[src/rtl/ctrl_pkg.sv]
// ctrl_pkg: shared definitions for the multi-cycle control unit.
//   - ctrl_state_e : controller state encoding (also exported on ctrl_state)
//   - OP_*         : instruction opcodes (4-bit base encoding)
//   - ALU_*        : ALU function select encodings
//   - PC_SRC_*     : PC source mux select encodings
package ctrl_pkg;

  typedef enum logic [2:0] {
    StIdle   = 3'd0,
    StFetch  = 3'd1,
    StDecode = 3'd2,
    StExec   = 3'd3,
    StMem    = 3'd4,
    StWb     = 3'd5,
    StHalt   = 3'd6
  } ctrl_state_e;

  localparam logic [3:0] OP_LI    = 4'b0001;
  localparam logic [3:0] OP_ADD   = 4'b0010;
  localparam logic [3:0] OP_SUB   = 4'b0100;
  localparam logic [3:0] OP_OR    = 4'b0101;
  localparam logic [3:0] OP_SLT   = 4'b0110;
  localparam logic [3:0] OP_MOV   = 4'b0111;
  localparam logic [3:0] OP_LOAD  = 4'b1000;
  localparam logic [3:0] OP_STORE = 4'b1001;
  localparam logic [3:0] OP_BEQ   = 4'b1010;
  localparam logic [3:0] OP_AND   = 4'b1011;
  localparam logic [3:0] OP_XOR   = 4'b1100;
  localparam logic [3:0] OP_NOR   = 4'b1101;
  localparam logic [3:0] OP_JMP   = 4'b1110;
  localparam logic [3:0] OP_HALT  = 4'b1111;

  localparam logic [2:0] ALU_AND  = 3'd0;
  localparam logic [2:0] ALU_PASS = 3'd1;
  localparam logic [2:0] ALU_ADD  = 3'd2;
  localparam logic [2:0] ALU_OR   = 3'd3;
  localparam logic [2:0] ALU_XOR  = 3'd4;
  localparam logic [2:0] ALU_SLT  = 3'd5;
  localparam logic [2:0] ALU_SUB  = 3'd6;
  localparam logic [2:0] ALU_NOR  = 3'd7;

  localparam logic [1:0] PC_SRC_INC    = 2'd0;
  localparam logic [1:0] PC_SRC_BRANCH = 2'd1;
  localparam logic [1:0] PC_SRC_JUMP   = 2'd2;

endpackage

[src/rtl/multicycle_controller_if.sv]
// multicycle_controller_if: controller <-> datapath/memory signal bundle.
//   master (controller): inputs op_code, zero, mem_ready, stall;
//                        outputs mem_req, mem_we, ir_write, pc_write, pc_src, reg_write,
//                        wb_sel, alu_op, ctrl_state, halted, retired, perf_cycles, perf_instrs
//   slave  (environment): the mirror image.
interface multicycle_controller_if #(
  parameter int unsigned OPCODE_W = 4,
  parameter int unsigned ALUOP_W  = 3,
  parameter int unsigned CNT_W    = 32
) ();
  logic [OPCODE_W-1:0] op_code;
  logic                zero;
  logic                mem_ready;
  logic                stall;
  logic                mem_req;
  logic                mem_we;
  logic                ir_write;
  logic                pc_write;
  logic [1:0]          pc_src;
  logic                reg_write;
  logic                wb_sel;
  logic [ALUOP_W-1:0]  alu_op;
  logic [2:0]          ctrl_state;
  logic                halted;
  logic                retired;
  logic [CNT_W-1:0]    perf_cycles;
  logic [CNT_W-1:0]    perf_instrs;

  modport master (
    input  op_code, zero, mem_ready, stall,
    output mem_req, mem_we, ir_write, pc_write, pc_src, reg_write, wb_sel, alu_op,
           ctrl_state, halted, retired, perf_cycles, perf_instrs
  );

  modport slave (
    output op_code, zero, mem_ready, stall,
    input  mem_req, mem_we, ir_write, pc_write, pc_src, reg_write, wb_sel, alu_op,
           ctrl_state, halted, retired, perf_cycles, perf_instrs
  );
endinterface

[src/rtl/ctrl_alu_decode.sv]
// ctrl_alu_decode: pure combinational opcode -> ALU function map.
//   i_op_code : latched opcode
//   o_alu_op  : ALU function select (pass-through for unlisted opcodes)
module ctrl_alu_decode
  import ctrl_pkg::*;
#(
  parameter int unsigned OPCODE_W = 4,
  parameter int unsigned ALUOP_W  = 3
) (
  input  logic [OPCODE_W-1:0] i_op_code,
  output logic [ALUOP_W-1:0]  o_alu_op
);
  always_comb begin
    o_alu_op = ALUOP_W'(ALU_PASS);
    case (i_op_code)
      OPCODE_W'(OP_ADD): o_alu_op = ALUOP_W'(ALU_ADD);
      OPCODE_W'(OP_SUB): o_alu_op = ALUOP_W'(ALU_SUB);
      OPCODE_W'(OP_OR):  o_alu_op = ALUOP_W'(ALU_OR);
      OPCODE_W'(OP_SLT): o_alu_op = ALUOP_W'(ALU_SLT);
      OPCODE_W'(OP_AND): o_alu_op = ALUOP_W'(ALU_AND);
      OPCODE_W'(OP_XOR): o_alu_op = ALUOP_W'(ALU_XOR);
      OPCODE_W'(OP_NOR): o_alu_op = ALUOP_W'(ALU_NOR);
      default:           o_alu_op = ALUOP_W'(ALU_PASS);
    endcase
  end
endmodule

[src/rtl/multicycle_controller.sv]
// multicycle_controller: FETCH/DECODE/EXEC/MEM/WB sequencer for a multi-cycle datapath.
//   i_clk   : clock, rising edge
//   i_rst_n : asynchronous active-low reset
//   bus     : multicycle_controller_if.master (opcode/flags/handshake in, enables out)
// Optional: define CTRL_PERF_CNT_EN to build the cycle / retired-instruction counters;
// otherwise perf_cycles and perf_instrs are tied to 0.
module multicycle_controller
  import ctrl_pkg::*;
#(
  parameter int unsigned OPCODE_W = 4,
  parameter int unsigned ALUOP_W  = 3,
  parameter int unsigned CNT_W    = 32
) (
  input  logic                     i_clk,
  input  logic                     i_rst_n,
  multicycle_controller_if.master  bus
);
  ctrl_state_e         r_state, w_state_nxt;
  logic [OPCODE_W-1:0] r_op_reg, w_op_reg_nxt;
  logic [ALUOP_W-1:0]  w_alu_op;
  logic                w_adv, w_retired, w_op_illegal;
  logic                w_is_load, w_is_store;

  // Opcodes wider than the 4-bit base encoding are illegal.
  if (OPCODE_W > 4) begin : g_wide_op
    assign w_op_illegal = |bus.op_code[OPCODE_W-1:4];
  end else begin : g_base_op
    assign w_op_illegal = 1'b0;
  end

  assign w_is_load  = (r_op_reg == OPCODE_W'(OP_LOAD));
  assign w_is_store = (r_op_reg == OPCODE_W'(OP_STORE));

  ctrl_alu_decode #(
    .OPCODE_W (OPCODE_W),
    .ALUOP_W  (ALUOP_W)
  ) u_alu_decode (
    .i_op_code (r_op_reg),
    .o_alu_op  (w_alu_op)
  );

  always_ff @(posedge i_clk or negedge i_rst_n) begin
    if (!i_rst_n) begin
      r_state  <= StIdle;
      r_op_reg <= '0;
    end else begin
      r_state  <= w_state_nxt;
      r_op_reg <= w_op_reg_nxt;
    end
  end

  always_comb begin
    w_state_nxt    = r_state;
    w_op_reg_nxt   = r_op_reg;
    w_retired      = 1'b0;
    bus.mem_req    = 1'b0;
    bus.mem_we     = 1'b0;
    bus.ir_write   = 1'b0;
    bus.pc_write   = 1'b0;
    bus.pc_src     = PC_SRC_INC;
    bus.reg_write  = 1'b0;
    bus.wb_sel     = 1'b0;
    bus.alu_op     = '0;
    bus.halted     = 1'b0;
    // A memory state only advances once the access completes; stall holds everything.
    w_adv = !bus.stall && ((r_state == StFetch || r_state == StMem) ? bus.mem_ready : 1'b1);

    case (r_state)
      StIdle: begin
        if (w_adv) w_state_nxt = StFetch;
      end
      StFetch: begin
        bus.mem_req = 1'b1;
        if (w_adv) begin
          bus.ir_write = 1'b1;
          bus.pc_write = 1'b1;
          w_state_nxt  = StDecode;
        end
      end
      StDecode: begin
        if (w_adv) begin
          w_op_reg_nxt = bus.op_code;
          if (bus.op_code == OPCODE_W'(OP_HALT)) begin
            w_state_nxt = StHalt;
          end else if (w_op_illegal) begin
            w_retired   = 1'b1;
            w_state_nxt = StFetch;
          end else begin
            w_state_nxt = StExec;
          end
        end
      end
      StExec: begin
        bus.alu_op = w_alu_op;
        if (w_is_load || w_is_store) begin
          if (w_adv) w_state_nxt = StMem;
        end else if (r_op_reg == OPCODE_W'(OP_BEQ)) begin
          bus.pc_src = PC_SRC_BRANCH;
          if (w_adv) begin
            bus.pc_write = bus.zero;
            w_retired    = 1'b1;
            w_state_nxt  = StFetch;
          end
        end else if (r_op_reg == OPCODE_W'(OP_JMP)) begin
          bus.pc_src = PC_SRC_JUMP;
          if (w_adv) begin
            bus.pc_write = 1'b1;
            w_retired    = 1'b1;
            w_state_nxt  = StFetch;
          end
        end else begin
          if (w_adv) w_state_nxt = StWb;
        end
      end
      StMem: begin
        bus.mem_req = 1'b1;
        bus.mem_we  = w_is_store;
        if (w_adv) begin
          if (w_is_store) begin
            w_retired   = 1'b1;
            w_state_nxt = StFetch;
          end else begin
            w_state_nxt = StWb;
          end
        end
      end
      StWb: begin
        bus.wb_sel = w_is_load;
        if (w_adv) begin
          bus.reg_write = 1'b1;
          w_retired     = 1'b1;
          w_state_nxt   = StFetch;
        end
      end
      StHalt: begin
        bus.halted = 1'b1;
      end
      default: begin
        w_state_nxt = StIdle;
      end
    endcase
  end

  assign bus.ctrl_state = r_state;
  assign bus.retired    = w_retired;

`ifdef CTRL_PERF_CNT_EN
  logic [CNT_W-1:0] r_perf_cycles, r_perf_instrs;

  always_ff @(posedge i_clk or negedge i_rst_n) begin
    if (!i_rst_n) begin
      r_perf_cycles <= '0;
      r_perf_instrs <= '0;
    end else begin
      if (r_state != StIdle && r_state != StHalt) r_perf_cycles <= r_perf_cycles + CNT_W'(1);
      if (w_retired) r_perf_instrs <= r_perf_instrs + CNT_W'(1);
    end
  end

  assign bus.perf_cycles = r_perf_cycles;
  assign bus.perf_instrs = r_perf_instrs;
`else
  assign bus.perf_cycles = '0;
  assign bus.perf_instrs = '0;
`endif

endmodule

[src/flat_wrapper.sv]
// flat-port wrapper written by rule: the top's interface ports become plain ports
module multicycle_controller_flat import ctrl_pkg::*;
#(
  parameter int unsigned OPCODE_W = 4,
  parameter int unsigned ALUOP_W  = 3,
  parameter int unsigned CNT_W    = 32
)
  (i_clk, i_rst_n, bus_op_code, bus_zero, bus_mem_ready, bus_stall, bus_mem_req, bus_mem_we, bus_ir_write, bus_pc_write, bus_pc_src, bus_reg_write, bus_wb_sel, bus_alu_op, bus_ctrl_state, bus_halted, bus_retired, bus_perf_cycles, bus_perf_instrs);
  multicycle_controller_if #(.OPCODE_W(OPCODE_W), .ALUOP_W(ALUOP_W), .CNT_W(CNT_W)) bus_i ();
  input  logic i_clk;
  input  logic i_rst_n;
  input wire logic [$bits(bus_i.op_code)-1:0] bus_op_code;
  input wire logic [$bits(bus_i.zero)-1:0] bus_zero;
  input wire logic [$bits(bus_i.mem_ready)-1:0] bus_mem_ready;
  input wire logic [$bits(bus_i.stall)-1:0] bus_stall;
  output wire logic [$bits(bus_i.mem_req)-1:0] bus_mem_req;
  output wire logic [$bits(bus_i.mem_we)-1:0] bus_mem_we;
  output wire logic [$bits(bus_i.ir_write)-1:0] bus_ir_write;
  output wire logic [$bits(bus_i.pc_write)-1:0] bus_pc_write;
  output wire logic [$bits(bus_i.pc_src)-1:0] bus_pc_src;
  output wire logic [$bits(bus_i.reg_write)-1:0] bus_reg_write;
  output wire logic [$bits(bus_i.wb_sel)-1:0] bus_wb_sel;
  output wire logic [$bits(bus_i.alu_op)-1:0] bus_alu_op;
  output wire logic [$bits(bus_i.ctrl_state)-1:0] bus_ctrl_state;
  output wire logic [$bits(bus_i.halted)-1:0] bus_halted;
  output wire logic [$bits(bus_i.retired)-1:0] bus_retired;
  output wire logic [$bits(bus_i.perf_cycles)-1:0] bus_perf_cycles;
  output wire logic [$bits(bus_i.perf_instrs)-1:0] bus_perf_instrs;
  assign bus_i.op_code = bus_op_code;
  assign bus_i.zero = bus_zero;
  assign bus_i.mem_ready = bus_mem_ready;
  assign bus_i.stall = bus_stall;
  assign bus_mem_req = bus_i.mem_req;
  assign bus_mem_we = bus_i.mem_we;
  assign bus_ir_write = bus_i.ir_write;
  assign bus_pc_write = bus_i.pc_write;
  assign bus_pc_src = bus_i.pc_src;
  assign bus_reg_write = bus_i.reg_write;
  assign bus_wb_sel = bus_i.wb_sel;
  assign bus_alu_op = bus_i.alu_op;
  assign bus_ctrl_state = bus_i.ctrl_state;
  assign bus_halted = bus_i.halted;
  assign bus_retired = bus_i.retired;
  assign bus_perf_cycles = bus_i.perf_cycles;
  assign bus_perf_instrs = bus_i.perf_instrs;
  multicycle_controller #(.OPCODE_W(OPCODE_W), .ALUOP_W(ALUOP_W), .CNT_W(CNT_W)) u_core (.i_clk(i_clk), .i_rst_n(i_rst_n), .bus(bus_i));
endmodule
[config.mk]
export PLATFORM = sky130hd
export DESIGN_NAME = multicycle_controller_flat
export DESIGN_NICKNAME = d
export VERILOG_FILES = /design/src/rtl/ctrl_pkg.sv /design/src/rtl/multicycle_controller_if.sv /design/src/rtl/ctrl_alu_decode.sv /design/src/rtl/multicycle_controller.sv /design/src/flat_wrapper.sv
export SDC_FILE = /design/constraint.sdc
export NUM_CORES = 1
export LEC_CHECK = 0
export ABC_AREA = 1
export CORE_ASPECT_RATIO = 1.2
export CORE_MARGIN = 2
export CORE_UTILIZATION = 31
export CTS_CLUSTER_SIZE = 20
export DETAILED_ROUTE_END_ITERATION = 7
export PLACE_DENSITY = 0.82
export SYNTH_ARGS = -nofsm -noshare
export SYNTH_HDL_FRONTEND = slang
export SYNTH_SLANG_ARGS = --single-unit
[constraint.sdc]
create_clock -name i_clk -period 1.28 [get_ports i_clk]
set_clock_uncertainty 0.1 [all_clocks]
set_input_delay 0.192 -clock i_clk [delete_from_list [all_inputs] [get_ports i_clk]]
set_output_delay 0.192 -clock i_clk [all_outputs]
set_load 0.05 [all_outputs]
Yosys cells after proc, flatten, opt, wreduce, memory -nomap -nowiden
Cells that the tools add are included.
Storage, ports and cells
  bits in registers: 7
  bits of input ports: 9
  word-level logic and storage cells: 71
Cells by class
  equal/unequal tests: 23
  mux-type cells: 36
  bitwise gates (word level): 1
  reductions and logical operators: 9
Operator list (count)
  $mux W3: 12
  $eq A4 B4 Y1 const B: 8
  $pmux W3 S7: 1
  $pmux W3 S6: 1
  $mux W1: 16
  $eq A4 B3 Y1 const B: 3
  $eq A3 B3 Y1 const B: 3
  $mux W2: 4
  $eq A3 B2 Y1 const B: 2
  $ne A2 B1 Y1 const B: 3
  $reduce_and A6 Y1: 1
  $eq A4 B2 Y1 const B: 1
  $ne A4 B1 Y1 const B: 1
  $reduce_or A2 Y1: 2
  $eq A3 B1 Y1 const B: 1
  $logic_not A3 Y1: 1
  $ne A3 B2 Y1 const B: 1
  $pmux W1 S3: 1
  $logic_or A1 B1 Y1: 2
  $pmux W1 S2: 1
  $reduce_and A2 Y1: 1
  $logic_and A1 B1 Y1: 1
  $logic_not A1 Y1: 1
  $not A1 Y1: 1

Depth between registers and ports, before layout
  depth after elaboration: 9
  depth in mapped cells: 11

By module
From an unflattened synthesis, not the netlist that was laid out.
Second synthesis, totals
  cell total of the unflattened synthesis: 193
  area total of the unflattened synthesis: 1202.4 um2
By module, submodules not included
  multicycle_controller: times used 1, cells an instance 170, area each 1103.6 um2
  ctrl_alu_decode: times used 1, cells an instance 23, area each 98.8 um2

Least setup slack after synthesis
OpenSTA, ideal clock, no wires.
  kind: register -> output
  start point: register u_core.r_state[0] (netlist: u_core.bus.ctrl_state[0])
  end point: output port bus_retired
  arrival: 3.326 ns
  required time: 0.988 ns
  slack: -2.338 ns
  stages on the path, launching flop included: 7
  cells stage by stage: dfrtp_1 > buf_6 > nor2_4 > nand2_2 > nor3_1 > nor3_1 > nor3_1
Between the ends
  longest elaborated chain between the ends: 9
  elaborated cells between the ends (all ways): 13
  those cells by class: eq/ne (4); mux (7); reduce/logical (2)
RTL lines
  start, declared: RTL line multicycle_controller.sv:18  | ctrl_state_e r_state, w_state_nxt;
  start signal, assigned: RTL line multicycle_controller.sv:44  | r_state <= StIdle;
  start signal, assigned: RTL line multicycle_controller.sv:47  | r_state <= w_state_nxt;
  $eq A3 B1 Y1 / $eq A3 B3 Y1 (equally long branches): RTL line multicycle_controller.sv:66, multicycle_controller.sv:68
  $logic_or A1 B1 Y1: RTL line multicycle_controller.sv:66  | w_adv = !bus.stall && ((r_state == StFetch || r_state == StMem) ? bus.mem_ready : 1'b1);
  $mux W1: RTL line multicycle_controller.sv:66
  $logic_and A1 B1 Y1: RTL line multicycle_controller.sv:66
  $mux W1: RTL line multicycle_controller.sv:99, multicycle_controller.sv:106, multicycle_controller.sv:129
  $mux W1: RTL line multicycle_controller.sv:104  | end else if (r_op_reg == OPCODE_W'(OP_JMP)) begin
  $mux W1: RTL line multicycle_controller.sv:97  | end else if (r_op_reg == OPCODE_W'(OP_BEQ)) begin
  $mux W1: RTL line multicycle_controller.sv:95  | if (w_is_load || w_is_store) begin
  $pmux W1 S3 (*): RTL line multicycle_controller.sv:68  | case (r_state)
  end, declared: RTL line flat_wrapper.sv:26  | output wire logic [$bits(bus_i.retired)-1:0] bus_retired;
Mark *: on every way between the ends. The rest lies on a longest branch, timed or not.

Worst setup path after layout
  start point: register u_core.r_op_reg[2]
  end point: output port bus_alu_op[0]
Between the ends
  longest elaborated chain between the ends: 3
  elaborated cells between the ends (all ways): 9
  those cells by class: eq/ne (7); mux (2)
RTL lines
  start, declared: RTL line multicycle_controller.sv:19  | logic [OPCODE_W-1:0] r_op_reg, w_op_reg_nxt;
  start signal, assigned: RTL line multicycle_controller.sv:48  | r_op_reg <= w_op_reg_nxt;
  $eq A4 B4 Y1 (tied with other cells): RTL line ctrl_alu_decode.sv:15  | case (i_op_code)
  $pmux W3 S7 (*): RTL line ctrl_alu_decode.sv:15
  $mux W3 (*): RTL line multicycle_controller.sv:68
  end, declared: RTL line flat_wrapper.sv:23  | output wire logic [$bits(bus_i.alu_op)-1:0] bus_alu_op;
Marked as above.

==> flow_summary.ini <==
[drt]
detailedRoute.firstPassIterationCount = 4
totalWireLength_mm = 3.21
drt.antenna.violating_nets = 0
drt_drc_violations_left = 0
initialDrtViolationCount = 39
routed_wire_length_per_instance_um = 10.8
route.vias.total = 1205
vias_per_std_cell = 4.06

[cells_and_area]
finalNetCount = 255
number_of_antenna_cells_inserted = 0
layout.core_utilization = 0.584
syn_to_final_growth_pct = 81.6
fin_cells = 297
total_of_fill_cells_in_the_finished_design = 282
register_area_um2 = 181
post_route_cells_drive_above_1_share = 0.498
multiInputGateArea_um2 = 965
most_common_cell_after_layout_fill_and_taps_aside = conb_1
largest_register_ff_count = 4
layout_common_cells = 64 x conb_1, 30 x buf_4, 23 x nand2_1

[sta]
timing.final.ws_setup_ns = -0.608
rsz0062_at_grt = yes
final-hold-violation-count = 0
finalSetupViolCount = 23
period_needed_ns = 1.89
share_of_the_clock_period_used_by_the_worst_path = 1.48
fmax_mhz = 530
count_of_final_max_slew_check_failures = 0

[critical_path]
cpMaxStageDelayCell = dfrtp_1
max_stage_delay_ns = 0.41
critPathMaxFanout = 5
startpoint = u_core.r_op_reg[2]$_DFFE_PN0P_
startpoint_type = flip-flop
cp_top_family = flip-flops
crit_buf_inv = 2
critical_path_arrival_ns = 1.60
critical_path.endpoint_type = primary output
worst_ep_required_time_ns = 0.99
criticalPathCategory = reg2out
crit_path_cell_trace = buf_6 -> nand2_4 -> nor2_2 -> a31oi_1 -> nand3_1 -> a21oi_4 -> buf_12
r2r-start = u_core.bus.ctrl_state[2]$_DFFE_PN0P_

[clock_tree]
worst_skew_pair.late_latency_ns = 0.23
number_of_sinks_handled_by_clock_tree_synthesis = 7
clk_path_buf_depth = 2
cts_hold_buffers = 0
cts.clk_slew.worst_paths_ns = 0.04
cts-buffers-inserted = 3
clockRootBuffer = clkbuf_8
htree_num_levels = 1
cts_tree = done

[power_and_ir_drop]
ir_drop_mv = 0.641
clkPwrFrac = 0.065
power_density_relative_to_cell_area_nw_per_um2 = 2330
power.share.switching = 0.542
p_comb_frac = 0.831
pwr-share-seq = 0.104
intPower_mw = 2.27
leakagePower_nw = 1.03
net-switching-power_mw = 2.68

[floorplanning]
floorplan.die_area_um2 = 4280
placeableCoreArea_um2 = 3630
placement_rows = 24
die_w_um = 60.1
die_h_um = 71.3
start_util = 0.322
io_pins = 89

[placement]
gp_routability_congestion = 0.910
portBuffers = 24
dp_slack_ns = -0.342
place.detailed.instances = 283
dp_hpwl_mm = 2.21

[logic_synthesis]
yosys_warnings = 0
synthDistinctLibCells = 25
ys_seq_elements = 7
ys_flop_type = dfrtp_1
synth-async-reset-ratio = 1.00
synthesized_netlist_cell_count = 177
post_synth_instance_area_um2 = 1170
edff_count_synth = 0
seq_area_frac_synth = 0.150
avgSynthCellArea_um2 = 6.60

[grt]
grt_pass1_vias = 1106
globalRouteTotalUtil = 0.140
maximum_number_of_pins_on_one_net_before_global_route_repair = 9
wire_length_of_the_first_global_routing_pass_mm = 4.64
grt.overflow.total = 0
grt_antenna_before_repair = 0

[flow_run]
timing.max_cap.violations = 0

[run_status]
violations = setup timing
status = complete, but fails checks

[hold_path]
hold_class = in2async
synth_stat cells (2+ instances only):
master / count / area share
o21ai_0: 4 / 0.017
a31oi_1: 3 / 0.016
nor3_1: 6 / 0.026
nand2_1: 29 / 0.093
inv_2: 3 / 0.0096
nand2_4: 2 / 0.019
nand2_2: 3 / 0.016
dfrtp_1: 7 / 0.15
a21oi_1: 8 / 0.034
nand3_2: 2 / 0.017
inv_1: 13 / 0.042
nand3_1: 7 / 0.030
buf_4: 64 / 0.41
nor2_1: 15 / 0.048
worst register-to-register path, stage by stage, from the launching register on:
cell and delay, ns:
dfrtp_4 0.54, inv_4 0.11, buf_4 0.11, buf_4 0.10
buf_6 0.09, nand2_1 0.05, nand2_1 0.08, nand3_2 0.08
a21o_1 0.19, nand2_1 0.08, nand2_1 0.06
path summary, 6_finish.rpt:
path | end | cells past startpoint | slack [ns]
setup / recovery | bus_alu_op[0] | 7 | -0.61
hold / removal | u_core.bus.ctrl_state[2]$_DFFE_PN0P_ | 1 | 0.14
setup reg to reg | u_core.bus.ctrl_state[0]$_DFFE_PN0P_ | 10 | -0.42
hold reg to reg | u_core.bus.ctrl_state[1]$_DFFE_PN0P_ | 3 | 0.62
max in group asynchronous | u_core.bus.ctrl_state[2]$_DFFE_PN0P_ | 1 | 0.65
min in group i_clk | u_core.r_op_reg[3]$_DFFE_PN0P_ | 3 | 0.51
cell type report:
| class | instances | share of cell area |
|---|---|---|
| Tap cell | 52 | 0.0307 |
| Timing Repair Buffer | 67 | 0.370 |
| Sequential cell | 7 | 0.0855 |
| Clock buffer | 4 | 0.0212 |
| Multi-Input combinational cell | 151 | 0.455 |
| Inverter | 16 | 0.0383 |
per-layer routing:
layer	vias up	global-route usage	wire length (µm)	share of wire
li1	566	-	-	-
met4	0	0.0840	76	0.024
met1	558	0.157	1180	0.37
met2	72	0.246	1740	0.54
met3	9	0.0144	214	0.067
met5	-	0	0	0
through the flow:
step	area, µm²	hold slack (ns)	total power [mW]	TNS (ns)
floorplan	1550	-0.204	2.62	-10.29
global placement	1780	0.373	3.75	-4.18
detailed placement	1780	0.385	3.81	-4.72
CTS	1950	0.139	4.48	-7.81
global route	2120	0.149	5.21	-10.52
finish	2120	0.139	4.94	-9.18
logic make-up after synthesis:
family / Yosys count / synth area share
other cells: 1 / 0.00321
buf+inv: 82 / 0.476
simple gates: 70 / 0.289
compound gates: 17 / 0.0814
flops: 7 / 0.150
power groups by stage:
| stage | Clock (mW) | Sequential, mW | Combinational [mW] |
|---|---|---|---|
| finish | 0.319 | 0.514 | 4.11 |
| global route | 0.336 | 0.531 | 4.35 |
| CTS | 0.324 | 0.483 | 3.67 |
| detailed placement | 0 | 0.471 | 3.34 |
| global placement | 0 | 0.461 | 3.29 |
| floorplan | 0 | 0.601 | 2.01 |
repair_timing:
| item | 4_1_cts | 5_1_grt |
|---|---|---|
| buffers inserted | 6 | 5 |
| pin swaps | 13 | 17 |
| endpoints found under the setup margin | 22 | 23 |
| gates resized for setup | 28 | 36 |
No activity file was read; power rests on OpenSTA's default activity.
